<file path="src/rtl/text_terminal_pkg.sv">
// -----------------------------------------------------------------------------
// text_terminal_pkg
// Shared definitions for the text terminal writer:
//   - control-code byte values (LF, CR, BS, FF)
//   - printable range bounds
//   - default blank code written by every clear operation
//   - writer FSM state and cursor-register operation enums
//   - is_printable() helper
// -----------------------------------------------------------------------------
package text_terminal_pkg;

    localparam logic [7:0] CHR_BS = 8'h08;
    localparam logic [7:0] CHR_LF = 8'h0A;
    localparam logic [7:0] CHR_FF = 8'h0C;
    localparam logic [7:0] CHR_CR = 8'h0D;

    localparam logic [7:0] CHR_PRINT_LO = 8'h20;
    localparam logic [7:0] CHR_PRINT_HI = 8'h7E;

    localparam logic [7:0] BLANK_CHAR_DEFAULT = 8'h20;

    typedef enum logic [1:0] {
        ST_IDLE     = 2'd0,
        ST_CLR_LINE = 2'd1,
        ST_CLR_ALL  = 2'd2
    } state_e;

    // Operations understood by a text_cursor_pos register pair.
    typedef enum logic [2:0] {
        OP_NONE    = 3'd0,
        OP_ADVANCE = 3'd1,  // col+1, wrapping into the next row
        OP_NEWLINE = 3'd2,  // col=0, row+1 (wrapping)
        OP_CR      = 3'd3,  // col=0
        OP_BS      = 3'd4,  // col-1, saturating at 0
        OP_HOME    = 3'd5   // (0,0)
    } cursor_op_e;

    function automatic logic is_printable(input logic [7:0] b);
        return (b >= CHR_PRINT_LO) && (b <= CHR_PRINT_HI);
    endfunction

endpackage

</file>
<file path="src/rtl/text_terminal_writer_if.sv">
// -----------------------------------------------------------------------------
// text_terminal_writer_if
// Bundles the byte input stream and the character-buffer / cursor outputs of
// the text terminal writer.
//   master : the writer (consumes in_valid/in_data, drives everything else)
//   slave  : the environment (byte source + character buffer)
// Signals:
//   in_valid, in_data[7:0], in_ready       byte stream, valid/ready
//   char_write_en, char_hpos, char_vpos,
//   char_symbol[7:0]                       one-cycle cell write
//   cursor_valid, cursor_hpos, cursor_vpos cursor position
//   busy                                   clear sweep in progress
// -----------------------------------------------------------------------------
interface text_terminal_writer_if #(
    parameter int CHAR_HORZ_W = 4,
    parameter int CHAR_VERT_W = 1
);
    logic                   in_valid;
    logic [7:0]             in_data;
    logic                   in_ready;

    logic                   char_write_en;
    logic [CHAR_HORZ_W-1:0] char_hpos;
    logic [CHAR_VERT_W-1:0] char_vpos;
    logic [7:0]             char_symbol;

    logic                   cursor_valid;
    logic [CHAR_HORZ_W-1:0] cursor_hpos;
    logic [CHAR_VERT_W-1:0] cursor_vpos;

    logic                   busy;

    modport master (
        input  in_valid, in_data,
        output in_ready,
        output char_write_en, char_hpos, char_vpos, char_symbol,
        output cursor_valid, cursor_hpos, cursor_vpos,
        output busy
    );

    modport slave (
        output in_valid, in_data,
        input  in_ready,
        input  char_write_en, char_hpos, char_vpos, char_symbol,
        input  cursor_valid, cursor_hpos, cursor_vpos,
        input  busy
    );
endinterface

</file>
<file path="src/rtl/text_cursor_pos.sv">
// -----------------------------------------------------------------------------
// text_cursor_pos
// Column/row register pair for a H_CNT x V_CNT character grid. Used both as
// the visible text cursor and as the clear-sweep address counter.
// Ports:
//   clk, rst      clock, asynchronous active-high reset (position -> (0,0))
//   op_i          operation applied at the next clock edge
//   col_o, row_o  current position (registered)
//   last_col_o    col_o == H_CNT-1
//   wrap_o        op_i would move the row past V_CNT-1 back to row 0
// Last column/row are found by equality with CNT-1, so non-power-of-2 grid
// sizes wrap correctly.
// -----------------------------------------------------------------------------
module text_cursor_pos
    import text_terminal_pkg::*;
#(
    parameter int H_CNT = 16,
    parameter int V_CNT = 2,
    parameter int H_W   = $clog2(H_CNT),
    parameter int V_W   = $clog2(V_CNT)
) (
    input  logic           clk,
    input  logic           rst,
    input  cursor_op_e     op_i,
    output logic [H_W-1:0] col_o,
    output logic [V_W-1:0] row_o,
    output logic           last_col_o,
    output logic           wrap_o
);

    localparam logic [H_W-1:0] LAST_COL = H_W'(H_CNT - 1);
    localparam logic [V_W-1:0] LAST_ROW = V_W'(V_CNT - 1);

    logic [H_W-1:0] col_q, col_d;
    logic [V_W-1:0] row_q, row_d;
    logic           last_col;
    logic           last_row;
    logic [V_W-1:0] next_row;

    assign last_col = (col_q == LAST_COL);
    assign last_row = (row_q == LAST_ROW);
    assign next_row = last_row ? '0 : row_q + V_W'(1);

    always_comb begin
        // NOTE: hold values are assigned first so every path drives col_d/row_d; otherwise a latch is inferred.
        col_d = col_q;
        row_d = row_q;
        unique case (op_i)
            OP_ADVANCE: begin
                if (last_col) begin
                    col_d = '0;
                    row_d = next_row;
                end else begin
                    col_d = col_q + H_W'(1);
                end
            end
            OP_NEWLINE: begin
                col_d = '0;
                row_d = next_row;
            end
            OP_CR: col_d = '0;
            OP_BS: begin
                if (col_q != '0) col_d = col_q - H_W'(1);
            end
            OP_HOME: begin
                col_d = '0;
                row_d = '0;
            end
            default: ;
        endcase
    end

    assign wrap_o = last_row &&
                    (((op_i == OP_ADVANCE) && last_col) || (op_i == OP_NEWLINE));

    // NOTE: sequential state uses non-blocking assignments so all flops update together at the edge.
    always_ff @(posedge clk or posedge rst) begin
        if (rst) begin
            col_q <= '0;
            row_q <= '0;
        end else begin
            col_q <= col_d;
            row_q <= row_d;
        end
    end

    assign col_o      = col_q;
    assign row_o      = row_q;
    assign last_col_o = last_col;

endmodule

</file>
<file path="src/rtl/text_terminal_writer.sv">
// -----------------------------------------------------------------------------
// text_terminal_writer
// Turns an 8-bit character stream into character-buffer cell writes and a
// cursor position. Handles printable bytes (0x20..0x7E), CR, LF (implicit
// CR+LF), BS and FF (clear screen); auto-wraps at line end. Moving past the
// last row returns to row 0 and blanks that row first (no scrolling: the
// buffer cannot be read back).
// Ports:
//   clk      clock
//   rst      asynchronous active-high reset
//   term_if  text_terminal_writer_if.master:
//              in_valid/in_data/in_ready  byte input, valid/ready
//              char_write_en/hpos/vpos/symbol  registered cell write strobe
//              cursor_valid/hpos/vpos     cursor (valid only while idle)
//              busy                       clear sweep in progress
// Optional feature (macro TEXT_TERMINAL_CLEAR_ON_RESET_EN):
//   defined   -> leaves reset in CLR_ALL and blanks the whole screen first
//   undefined -> leaves reset in IDLE, buffer contents untouched
// Timing: a byte accepted at cycle N shows its write and the new cursor at
// N+1. Clear sweeps emit one blank per cycle; in_ready returns the cycle
// after the last blank write.
// -----------------------------------------------------------------------------
module text_terminal_writer
    import text_terminal_pkg::*;
#(
    parameter int         CHAR_HORZ_CNT = 16,
    parameter int         CHAR_VERT_CNT = 2,
    parameter int         CHAR_HORZ_W   = $clog2(CHAR_HORZ_CNT),
    parameter int         CHAR_VERT_W   = $clog2(CHAR_VERT_CNT),
    parameter logic [7:0] BLANK_CHAR    = BLANK_CHAR_DEFAULT
) (
    input  logic                   clk,
    input  logic                   rst,
    text_terminal_writer_if.master term_if
);

`ifdef TEXT_TERMINAL_CLEAR_ON_RESET_EN
    localparam state_e RESET_STATE = ST_CLR_ALL;
    localparam logic   RESET_IDLE  = 1'b0;
`else
    localparam state_e RESET_STATE = ST_IDLE;
    localparam logic   RESET_IDLE  = 1'b1;
`endif

    // FSM and registered outputs
    state_e                 state_q;
    logic                   idle_q;      // drives in_ready and cursor_valid
    logic                   busy_q;
    logic                   done_q;      // last blank of the sweep has been emitted
    logic                   wr_en_q;
    logic [CHAR_HORZ_W-1:0] wr_hpos_q;
    logic [CHAR_VERT_W-1:0] wr_vpos_q;
    logic [7:0]             wr_sym_q;

    // Cursor and sweep position registers
    cursor_op_e             cursor_op;
    logic [CHAR_HORZ_W-1:0] cursor_col;
    logic [CHAR_VERT_W-1:0] cursor_row;
    logic                   cursor_wrap;
    logic                   unused_cursor_last_col;  // text cursor only needs its wrap flag

    cursor_op_e             sweep_op;
    logic [CHAR_HORZ_W-1:0] sweep_col;
    logic [CHAR_VERT_W-1:0] sweep_row;
    logic                   sweep_last_col;
    logic                   sweep_wrap;

    logic                   accept;
    logic [7:0]             in_byte;

    assign in_byte = term_if.in_data;
    assign accept  = term_if.in_valid && idle_q;

    text_cursor_pos #(
        .H_CNT (CHAR_HORZ_CNT),
        .V_CNT (CHAR_VERT_CNT),
        .H_W   (CHAR_HORZ_W),
        .V_W   (CHAR_VERT_W)
    ) u_cursor (
        .clk        (clk),
        .rst        (rst),
        .op_i       (cursor_op),
        .col_o      (cursor_col),
        .row_o      (cursor_row),
        .last_col_o (unused_cursor_last_col),
        .wrap_o     (cursor_wrap)
    );

    // The sweep counter rests at (0,0) whenever the FSM is idle, so a sweep
    // always starts there. For LF-wrap and FF the blank at (0,0) is emitted
    // on the acceptance edge itself, so the counter steps past it right away.
    text_cursor_pos #(
        .H_CNT (CHAR_HORZ_CNT),
        .V_CNT (CHAR_VERT_CNT),
        .H_W   (CHAR_HORZ_W),
        .V_W   (CHAR_VERT_W)
    ) u_sweep (
        .clk        (clk),
        .rst        (rst),
        .op_i       (sweep_op),
        .col_o      (sweep_col),
        .row_o      (sweep_row),
        .last_col_o (sweep_last_col),
        .wrap_o     (sweep_wrap)
    );

    always_comb begin
        cursor_op = OP_NONE;
        if (accept) begin
            if (is_printable(in_byte)) begin
                cursor_op = OP_ADVANCE;
            end else begin
                case (in_byte)
                    CHR_LF:  cursor_op = OP_NEWLINE;
                    CHR_CR:  cursor_op = OP_CR;
                    CHR_BS:  cursor_op = OP_BS;
                    CHR_FF:  cursor_op = OP_HOME;
                    default: cursor_op = OP_NONE;
                endcase
            end
        end
    end

    always_comb begin
        sweep_op = OP_NONE;
        if (state_q != ST_IDLE) begin
            sweep_op = done_q ? OP_HOME : OP_ADVANCE;
        end else if (accept && (((in_byte == CHR_LF) && cursor_wrap) ||
                                (in_byte == CHR_FF))) begin
            sweep_op = OP_ADVANCE;
        end
    end

    always_ff @(posedge clk or posedge rst) begin
        if (rst) begin
            state_q   <= RESET_STATE;
            idle_q    <= RESET_IDLE;
            busy_q    <= !RESET_IDLE;
            done_q    <= 1'b0;
            wr_en_q   <= 1'b0;
            wr_hpos_q <= '0;
            wr_vpos_q <= '0;
            wr_sym_q  <= '0;
        end else begin
            wr_en_q <= 1'b0;
            case (state_q)
                ST_IDLE: begin
                    if (accept) begin
                        if (is_printable(in_byte)) begin
                            wr_en_q   <= 1'b1;
                            wr_hpos_q <= cursor_col;
                            wr_vpos_q <= cursor_row;
                            wr_sym_q  <= in_byte;
                            // Row 0 is blanked after the character itself lands.
                            if (cursor_wrap) begin
                                state_q <= ST_CLR_LINE;
                                idle_q  <= 1'b0;
                                busy_q  <= 1'b1;
                                done_q  <= 1'b0;
                            end
                        end else if (in_byte == CHR_LF) begin
                            // No character write, so the first blank goes out now.
                            if (cursor_wrap) begin
                                wr_en_q   <= 1'b1;
                                wr_hpos_q <= '0;
                                wr_vpos_q <= '0;
                                wr_sym_q  <= BLANK_CHAR;
                                state_q   <= ST_CLR_LINE;
                                idle_q    <= 1'b0;
                                busy_q    <= 1'b1;
                                done_q    <= sweep_last_col;
                            end
                        end else if (in_byte == CHR_BS) begin
                            if (cursor_col != '0) begin
                                wr_en_q   <= 1'b1;
                                wr_hpos_q <= cursor_col - CHAR_HORZ_W'(1);
                                wr_vpos_q <= cursor_row;
                                wr_sym_q  <= BLANK_CHAR;
                            end
                        end else if (in_byte == CHR_FF) begin
                            wr_en_q   <= 1'b1;
                            wr_hpos_q <= '0;
                            wr_vpos_q <= '0;
                            wr_sym_q  <= BLANK_CHAR;
                            state_q   <= ST_CLR_ALL;
                            idle_q    <= 1'b0;
                            busy_q    <= 1'b1;
                            done_q    <= sweep_wrap;
                        end
                    end
                end

                ST_CLR_LINE, ST_CLR_ALL: begin
                    if (done_q) begin
                        state_q <= ST_IDLE;
                        idle_q  <= 1'b1;
                        busy_q  <= 1'b0;
                        done_q  <= 1'b0;
                    end else begin
                        // Sweep row stays 0 for the whole of a line clear.
                        wr_en_q   <= 1'b1;
                        wr_hpos_q <= sweep_col;
                        wr_vpos_q <= sweep_row;
                        wr_sym_q  <= BLANK_CHAR;
                        done_q    <= (state_q == ST_CLR_LINE) ? sweep_last_col : sweep_wrap;
                    end
                end

                default: begin
                    state_q <= ST_IDLE;
                    idle_q  <= 1'b1;
                    busy_q  <= 1'b0;
                    done_q  <= 1'b0;
                end
            endcase
        end
    end

    assign term_if.in_ready      = idle_q;
    assign term_if.cursor_valid  = idle_q;
    assign term_if.busy          = busy_q;
    assign term_if.char_write_en = wr_en_q;
    assign term_if.char_hpos     = wr_hpos_q;
    assign term_if.char_vpos     = wr_vpos_q;
    assign term_if.char_symbol   = wr_sym_q;
    assign term_if.cursor_hpos   = cursor_col;
    assign term_if.cursor_vpos   = cursor_row;

endmodule
</file>
<file path="src/flat_wrapper.sv">
// flat-port wrapper written by rule: the top's interface ports become plain ports
module text_terminal_writer_flat import text_terminal_pkg::*;
#(
    parameter int         CHAR_HORZ_CNT = 16,
    parameter int         CHAR_VERT_CNT = 2,
    parameter int         CHAR_HORZ_W   = $clog2(CHAR_HORZ_CNT),
    parameter int         CHAR_VERT_W   = $clog2(CHAR_VERT_CNT),
    parameter logic [7:0] BLANK_CHAR    = BLANK_CHAR_DEFAULT
)
  (clk, rst, term_if_in_valid, term_if_in_data, term_if_in_ready, term_if_char_write_en, term_if_char_hpos, term_if_char_vpos, term_if_char_symbol, term_if_cursor_valid, term_if_cursor_hpos, term_if_cursor_vpos, term_if_busy);
  text_terminal_writer_if #(.CHAR_HORZ_W(CHAR_HORZ_W), .CHAR_VERT_W(CHAR_VERT_W)) term_if_i ();
  input  logic clk;
  input  logic rst;
  input wire logic [$bits(term_if_i.in_valid)-1:0] term_if_in_valid;
  input wire logic [$bits(term_if_i.in_data)-1:0] term_if_in_data;
  output wire logic [$bits(term_if_i.in_ready)-1:0] term_if_in_ready;
  output wire logic [$bits(term_if_i.char_write_en)-1:0] term_if_char_write_en;
  output wire logic [$bits(term_if_i.char_hpos)-1:0] term_if_char_hpos;
  output wire logic [$bits(term_if_i.char_vpos)-1:0] term_if_char_vpos;
  output wire logic [$bits(term_if_i.char_symbol)-1:0] term_if_char_symbol;
  output wire logic [$bits(term_if_i.cursor_valid)-1:0] term_if_cursor_valid;
  output wire logic [$bits(term_if_i.cursor_hpos)-1:0] term_if_cursor_hpos;
  output wire logic [$bits(term_if_i.cursor_vpos)-1:0] term_if_cursor_vpos;
  output wire logic [$bits(term_if_i.busy)-1:0] term_if_busy;
  assign term_if_i.in_valid = term_if_in_valid;
  assign term_if_i.in_data = term_if_in_data;
  assign term_if_in_ready = term_if_i.in_ready;
  assign term_if_char_write_en = term_if_i.char_write_en;
  assign term_if_char_hpos = term_if_i.char_hpos;
  assign term_if_char_vpos = term_if_i.char_vpos;
  assign term_if_char_symbol = term_if_i.char_symbol;
  assign term_if_cursor_valid = term_if_i.cursor_valid;
  assign term_if_cursor_hpos = term_if_i.cursor_hpos;
  assign term_if_cursor_vpos = term_if_i.cursor_vpos;
  assign term_if_busy = term_if_i.busy;
  text_terminal_writer #(.CHAR_HORZ_CNT(CHAR_HORZ_CNT), .CHAR_VERT_CNT(CHAR_VERT_CNT), .CHAR_HORZ_W(CHAR_HORZ_W), .CHAR_VERT_W(CHAR_VERT_W), .BLANK_CHAR(BLANK_CHAR)) u_core (.clk(clk), .rst(rst), .term_if(term_if_i));
endmodule
</file>
<file path="config.mk">
export PLATFORM = sky130hd
export DESIGN_NAME = text_terminal_writer_flat
export DESIGN_NICKNAME = d
export VERILOG_FILES = /design/src/rtl/text_terminal_pkg.sv /design/src/rtl/text_terminal_writer_if.sv /design/src/rtl/text_cursor_pos.sv /design/src/rtl/text_terminal_writer.sv /design/src/flat_wrapper.sv
export SDC_FILE = /design/constraint.sdc
export NUM_CORES = 1
export LEC_CHECK = 0
export CAP_MARGIN = 10
export CORE_ASPECT_RATIO = 1.1
export CORE_MARGIN = 5
export CORE_UTILIZATION = 35
export DETAILED_ROUTE_END_ITERATION = 8
export PLACE_DENSITY = 0.61
export SYNTH_ARGS = -nofsm -noshare
export SYNTH_HDL_FRONTEND = slang
export SYNTH_HIERARCHICAL = 1
export SYNTH_SLANG_ARGS = --single-unit
</file>
<file path="constraint.sdc">
create_clock -name clk -period 8.81 [get_ports clk]
set_clock_uncertainty 0.1 [all_clocks]
set_input_delay 1.3215 -clock clk [delete_from_list [all_inputs] [get_ports clk]]
set_output_delay 1.3215 -clock clk [all_outputs]
set_load 0.02 [all_outputs]
</file>
---- Word-level counts from Yosys, hierarchy flattened ----
Index checks and enable logic that the tools add are counted.
word-level totals
  flip-flop bits (word level) ............. 29
operators by class
  add/sub/neg operators ................... 6
  $lt $le $gt $ge ......................... 2
  equal/unequal tests ..................... 32
  muxes and demuxes ....................... 85
  reduce and logical (&&, ||, !) cells .... 30
operator list
  operator                                                                  count
  8-bit two-way mux                                                         8
  4-bit two-way mux                                                         11
  1-bit two-way mux                                                         42
  8-bit by 4-bit == test with 1-bit output (second input constant)          4
  4-bit one-hot mux with 3 select lines                                     2
  8-bit one-hot mux with 2 select lines                                     1
  2-bit two-way mux                                                         7
  3-bit by 2-bit == test with 1-bit output (second input constant)          4
  3-bit == test (second input constant)                                     4
  3-bit two-way mux                                                         4
  3-bit one-hot mux with 4 select lines                                     1
  3-bit nonzero test                                                        4
  1-bit one-hot mux with 2 select lines                                     5
  4-bit by 1-bit adder with 4-bit output (second input constant)            2
  4-bit == test (second input constant)                                     2
  8-bit by 6-bit >= comparator with 1-bit output (second input constant)    1
  8-bit by 7-bit <= comparator with 1-bit output (second input constant)    1
  1-bit logical AND                                                         8
  2-bit by 1-bit inequality test with 1-bit output (second input constant)  4
  4-bit one-hot mux with 2 select lines                                     1
  2-bit AND reduction                                                       4
  4-bit nonzero test                                                        2
  4-bit by 1-bit subtractor with 4-bit output (second input constant)       2
  3-bit by 1-bit == test with 1-bit output (second input constant)          2
  20 further kinds                                                          29

---- Logic depth before layout (Yosys ltp) ----
  word-level depth ........................ 23
  depth in mapped cells ................... 19
  gate-level depth less buffers ........... 18

---- By module ----
Netlist, hierarchy kept.
by module, submodules not included
  module                times used  cells an instance  area an instance (um^2)  sequential area each (um^2)
  text_terminal_writer  1           133                1298.7                   476.7
  text_cursor_pos       2           63                 494.2                    125.1

---- Worst setup path after synthesis ----
OpenSTA, ideal clock, no wires.
  path kind ............................... input port to flip-flop
  start ................................... input port term_if_in_data[4]
  end ..................................... register u_core.done_q
  setup time .............................. 65 ps
  arrival ................................. 4893 ps
  data required time ...................... 8645 ps
  setup slack ............................. 3753 ps
  stages on the path ...................... 16
  buffers on the path ..................... 1
  cell sequence ........................... nor4_4 nand2_2 nor4_1 clkbuf_1 a21oi_1 nor3b_1 inv_1 o21a_1 o21ai_0 nand2b_1 nor2_1 a21oi_1 nor3b_1 mux2i_1 o32ai_1 mux2_2
between the ends
  word-level cells in the longest chain between the ends .. 23
  elaborated cells between the ends (all ways) .. 38
  classes of those cells .................. 2 x order compare; 12 x eq/ne; 13 x mux; 11 x reduce/logical
ends and longest elaborated chain
  element                                                                       line                                                  source
  from (decl)                                                                   flat_wrapper.sv:15                                    input wire logic [$bits(term_if_i.in_data)-1:0] term_if_in_data;
  8-bit by 6-bit >= comparator with 1-bit output, or another cell as far along  text_terminal_pkg.sv:39                               return (b >= CHR_PRINT_LO) && (b <= CHR_PRINT_HI);
  1-bit logical AND or 3-bit one-hot mux with 4 select lines (tied branches)    text_terminal_pkg.sv:39, text_terminal_writer.sv:113
  3-bit two-way mux *                                                           text_terminal_writer.sv:110                           if (is_printable(in_byte)) begin
  3-bit two-way mux *                                                           text_terminal_writer.sv:109                           if (accept) begin
  via u_core.cursor_op[1]                                                       text_terminal_writer.sv:56                            cursor_op_e cursor_op;
  3-bit by 1-bit == test with 1-bit output                                      text_cursor_pos.sv:74                                 (((op_i == OP_ADVANCE) && last_col) || (op_i == OP_NEWLINE));
  1-bit logical AND                                                             text_cursor_pos.sv:74
  1-bit logical OR *                                                            text_cursor_pos.sv:74
  [... 1 more ...]                                                              -
  via u_core.cursor_wrap                                                        text_terminal_writer.sv:59                            logic cursor_wrap;
  [... 5 more ...]                                                              -
  via u_core.sweep_op[0]                                                        text_terminal_writer.sv:62                            cursor_op_e sweep_op;
  [... 3 more ...]                                                              -
  1-bit logical AND *                                                           text_cursor_pos.sv:73                                 assign wrap_o = last_row &&
  via u_core.sweep_wrap                                                         text_terminal_writer.sv:66                            logic sweep_wrap;
  1-bit two-way mux                                                             text_terminal_writer.sv:180                           end else if (in_byte == CHR_FF) begin
  1-bit two-way mux                                                             text_terminal_writer.sv:173                           end else if (in_byte == CHR_BS) begin
  1-bit two-way mux                                                             text_terminal_writer.sv:161                           end else if (in_byte == CHR_LF) begin
  1-bit two-way mux                                                             text_terminal_writer.sv:149                           if (is_printable(in_byte)) begin
  1-bit two-way mux                                                             text_terminal_writer.sv:148                           if (accept) begin
  1-bit one-hot mux with 2 select lines *                                       text_terminal_writer.sv:146                           case (state_q)
  to (signal assigned)                                                          text_terminal_writer.sv:171                           done_q <= sweep_last_col;
  to (signal assigned)                                                          text_terminal_writer.sv:188                           done_q <= sweep_wrap;
  to (signal assigned)                                                          text_terminal_writer.sv:205                           done_q <= (state_q == ST_CLR_LINE) ? sweep_last_col : sweep_wrap;
  to (decl)                                                                     text_terminal_writer.sv:49                            logic done_q;
Mark *: on every way through the listed nets, which the timed path passes. The rest lies on a longest branch. The select of a mux whose other input is x is not followed.
A chain may end at the register's enable or synchronous reset.

---- Worst setup path in the final report ----
  start ................................... input port term_if_in_data[2]
  end ..................................... register u_core.done_q
Same word-level chain as after synthesis.

==> run metrics <==
Tot GR Track Use 0.143; remaining antenna violation count after routing 0; clk buf depth 2; Final period util 0.651; HP Class register to register; FMAX 174 MHz; First-pass DRT Iterations 4; Core Footprint 0.00627 mm^2; Critical Path Sink Type register; Die Ht 94.7 um; Final Power 763 uW; Max-Cap Viols 0; largest net degree at the start of global routing 22; vias in the first global route 1,887; Max-slew headroom 0.188; latest clock arrival within the worst-skew pair 0.28 ns; CTS buffer count 5; TritonCTS clock tree done; worst path arrival time 5.86 ns; startpoint type of the worst setup path input pin; Fin. Hold Viols 0; required time worst endpoint 8.94 ns; commonest cells after routing, fill and taps aside 32 x clkdlybuf4s50_1, 28 x dfrtp_1, 19 x inv_1, 19 x a21oi_1; DP HPWL 4160 um; first-pass GRT wire length 9310 um; leak pwr 1.12 nW; total setup buffers inserted after CTS 0; Filler cells 624; Antenna diodes 0; post-CTS sizing 0; total number of vias 2,025; RSZ-0062 raised after global routing no; share of layout cells above drive strength 1 0.0938; H-tree depth 2; global route overflow 0; pwr dens 278 mW/mm^2; multi-input logic area 0.00141 mm^2; clk root buf clkbuf_8; setup TNS 0 ns; hold-fix buffers at CTS 0; Syn Inst Count 258; Pins Over Slew Limit 0; DRT Wirelength 5640 um; Initial DRC Count 140; full die area 0.00824 mm^2; Setup violations, final 0; initial antenna violation count 0; Rows 30; die width 87.0 um; Worst Max-Slew Pin Slew 1.21 ns; utilization after layout 0.438; Initial Util 0.364; Port Buffer Count 32; crit path setup slack, layout 3.08 ns; CTS sink cnt 29; Syn Area/Cell 8.85 um^2; register area 727 um^2; Final min period 5.73 ns; leading cell type in the layout, fill and taps excluded clkdlybuf4s50_1; WS Path Type input pin to register; Worst Path Max Fanout 15; pre-CTS setup slack 2.87 ns; VDD IR max 0.123 mV; RD Place Congestion 0.843; clk slew on worst S/H paths 0.07 ns; DR DRC count 0; vias per inst 5.50; Routed WL per cell 15.3 um; Layout area overhead 20.3%; boundary pin count 33; outcome completed; Synth Cell Area 0.00228 mm^2; synthesis warning total 6; nets@finish 306
## metal layers
layer	part of all wire	up-vias	GRT usage
li1	-	1010	-
met1	0.47	964	0.188
met2	0.47	47	0.236
met3	0.053	4	0.0349
met4	0.0071	0	0.0312
met5	0	-	0
## cell type report
| type | instances | share of cell area |
|---|---|---|
| well taps | 80 | 0.0364 |
| clock buffers | 7 | 0.0351 |
| clock inverters | 1 | 0.00182 |
| repair buffers | 34 | 0.122 |
| multi-input cells | 198 | 0.514 |
| flip-flops and latches | 29 | 0.265 |
| inverters | 19 | 0.0260 |
## registers in the layout (all words and copies together), names as in the netlist
name / cells
u_core/term_if.char_symbol: 8
u_core/term_if.char_hpos: 4
u_core/u_cursor/col_o: 4
u_core/u_sweep/col_o: 4
u_core/state_q: 2
u_core/done_q: 1
u_core/term_if.busy: 1
u_core/term_if.char_vpos: 1
u_core/term_if.char_write_en: 1
u_core/term_if.cursor_valid: 1
u_core/u_cursor/row_o: 1
u_core/u_sweep/row_o: 1
## report_power, final
part / internal (mW) / switching, mW
Clock: 0.0706 / 0.0542
Sequential: 0.184 / 0.0679
Combinational: 0.190 / 0.197
Total: 0.445 / 0.319
## path summary, 6_finish.rpt
check                      slack, ns                           from                             to  depth (start not counted)
max                             3.08             term_if_in_data[2]                  u_core/done_q                         17
min                             0.38  u_core/term_if.char_symbol[3]  u_core/term_if.char_symbol[3]                          1
max reg2reg                     4.41    u_core/term_if.cursor_valid                  u_core/done_q                         15
min reg2reg                     0.38  u_core/term_if.char_symbol[3]  u_core/term_if.char_symbol[3]                          1
max in group asynchronous       6.65                            rst    u_core/term_if.char_hpos[3]                          2
min in group asynchronous       1.22                            rst          u_core/u_cursor/row_o                          2
## through the flow
stage          cell area [um^2]  hold slack [ns]  instances
2_1_floorplan              2300            0.408        263
3_3_place_gp               2650            0.360        360
3_5_place_dp               2650            0.365        360
4_1_cts                    2750            0.380        368
5_1_grt                    2750            0.398        368
6_report                   2750            0.376        368
## worst max-delay path, stage by stage
cell and delay (ns):
clkdlybuf4s50_1 0.68, nand4_1 0.18, o21ba_2 0.33, nor4_2 0.99, a21oi_1 0.21, nor3b_1 0.40, inv_1 0.12, o21a_1 0.19
o21ai_0 0.14, buf_4 0.23, nand2b_1 0.10, nor2_1 0.11, a21oi_1 0.07, nor3b_1 0.25, mux2i_1 0.12, o32ai_1 0.23
mux2_2 0.19
Note: power is estimated with default switching activity, not from simulation.
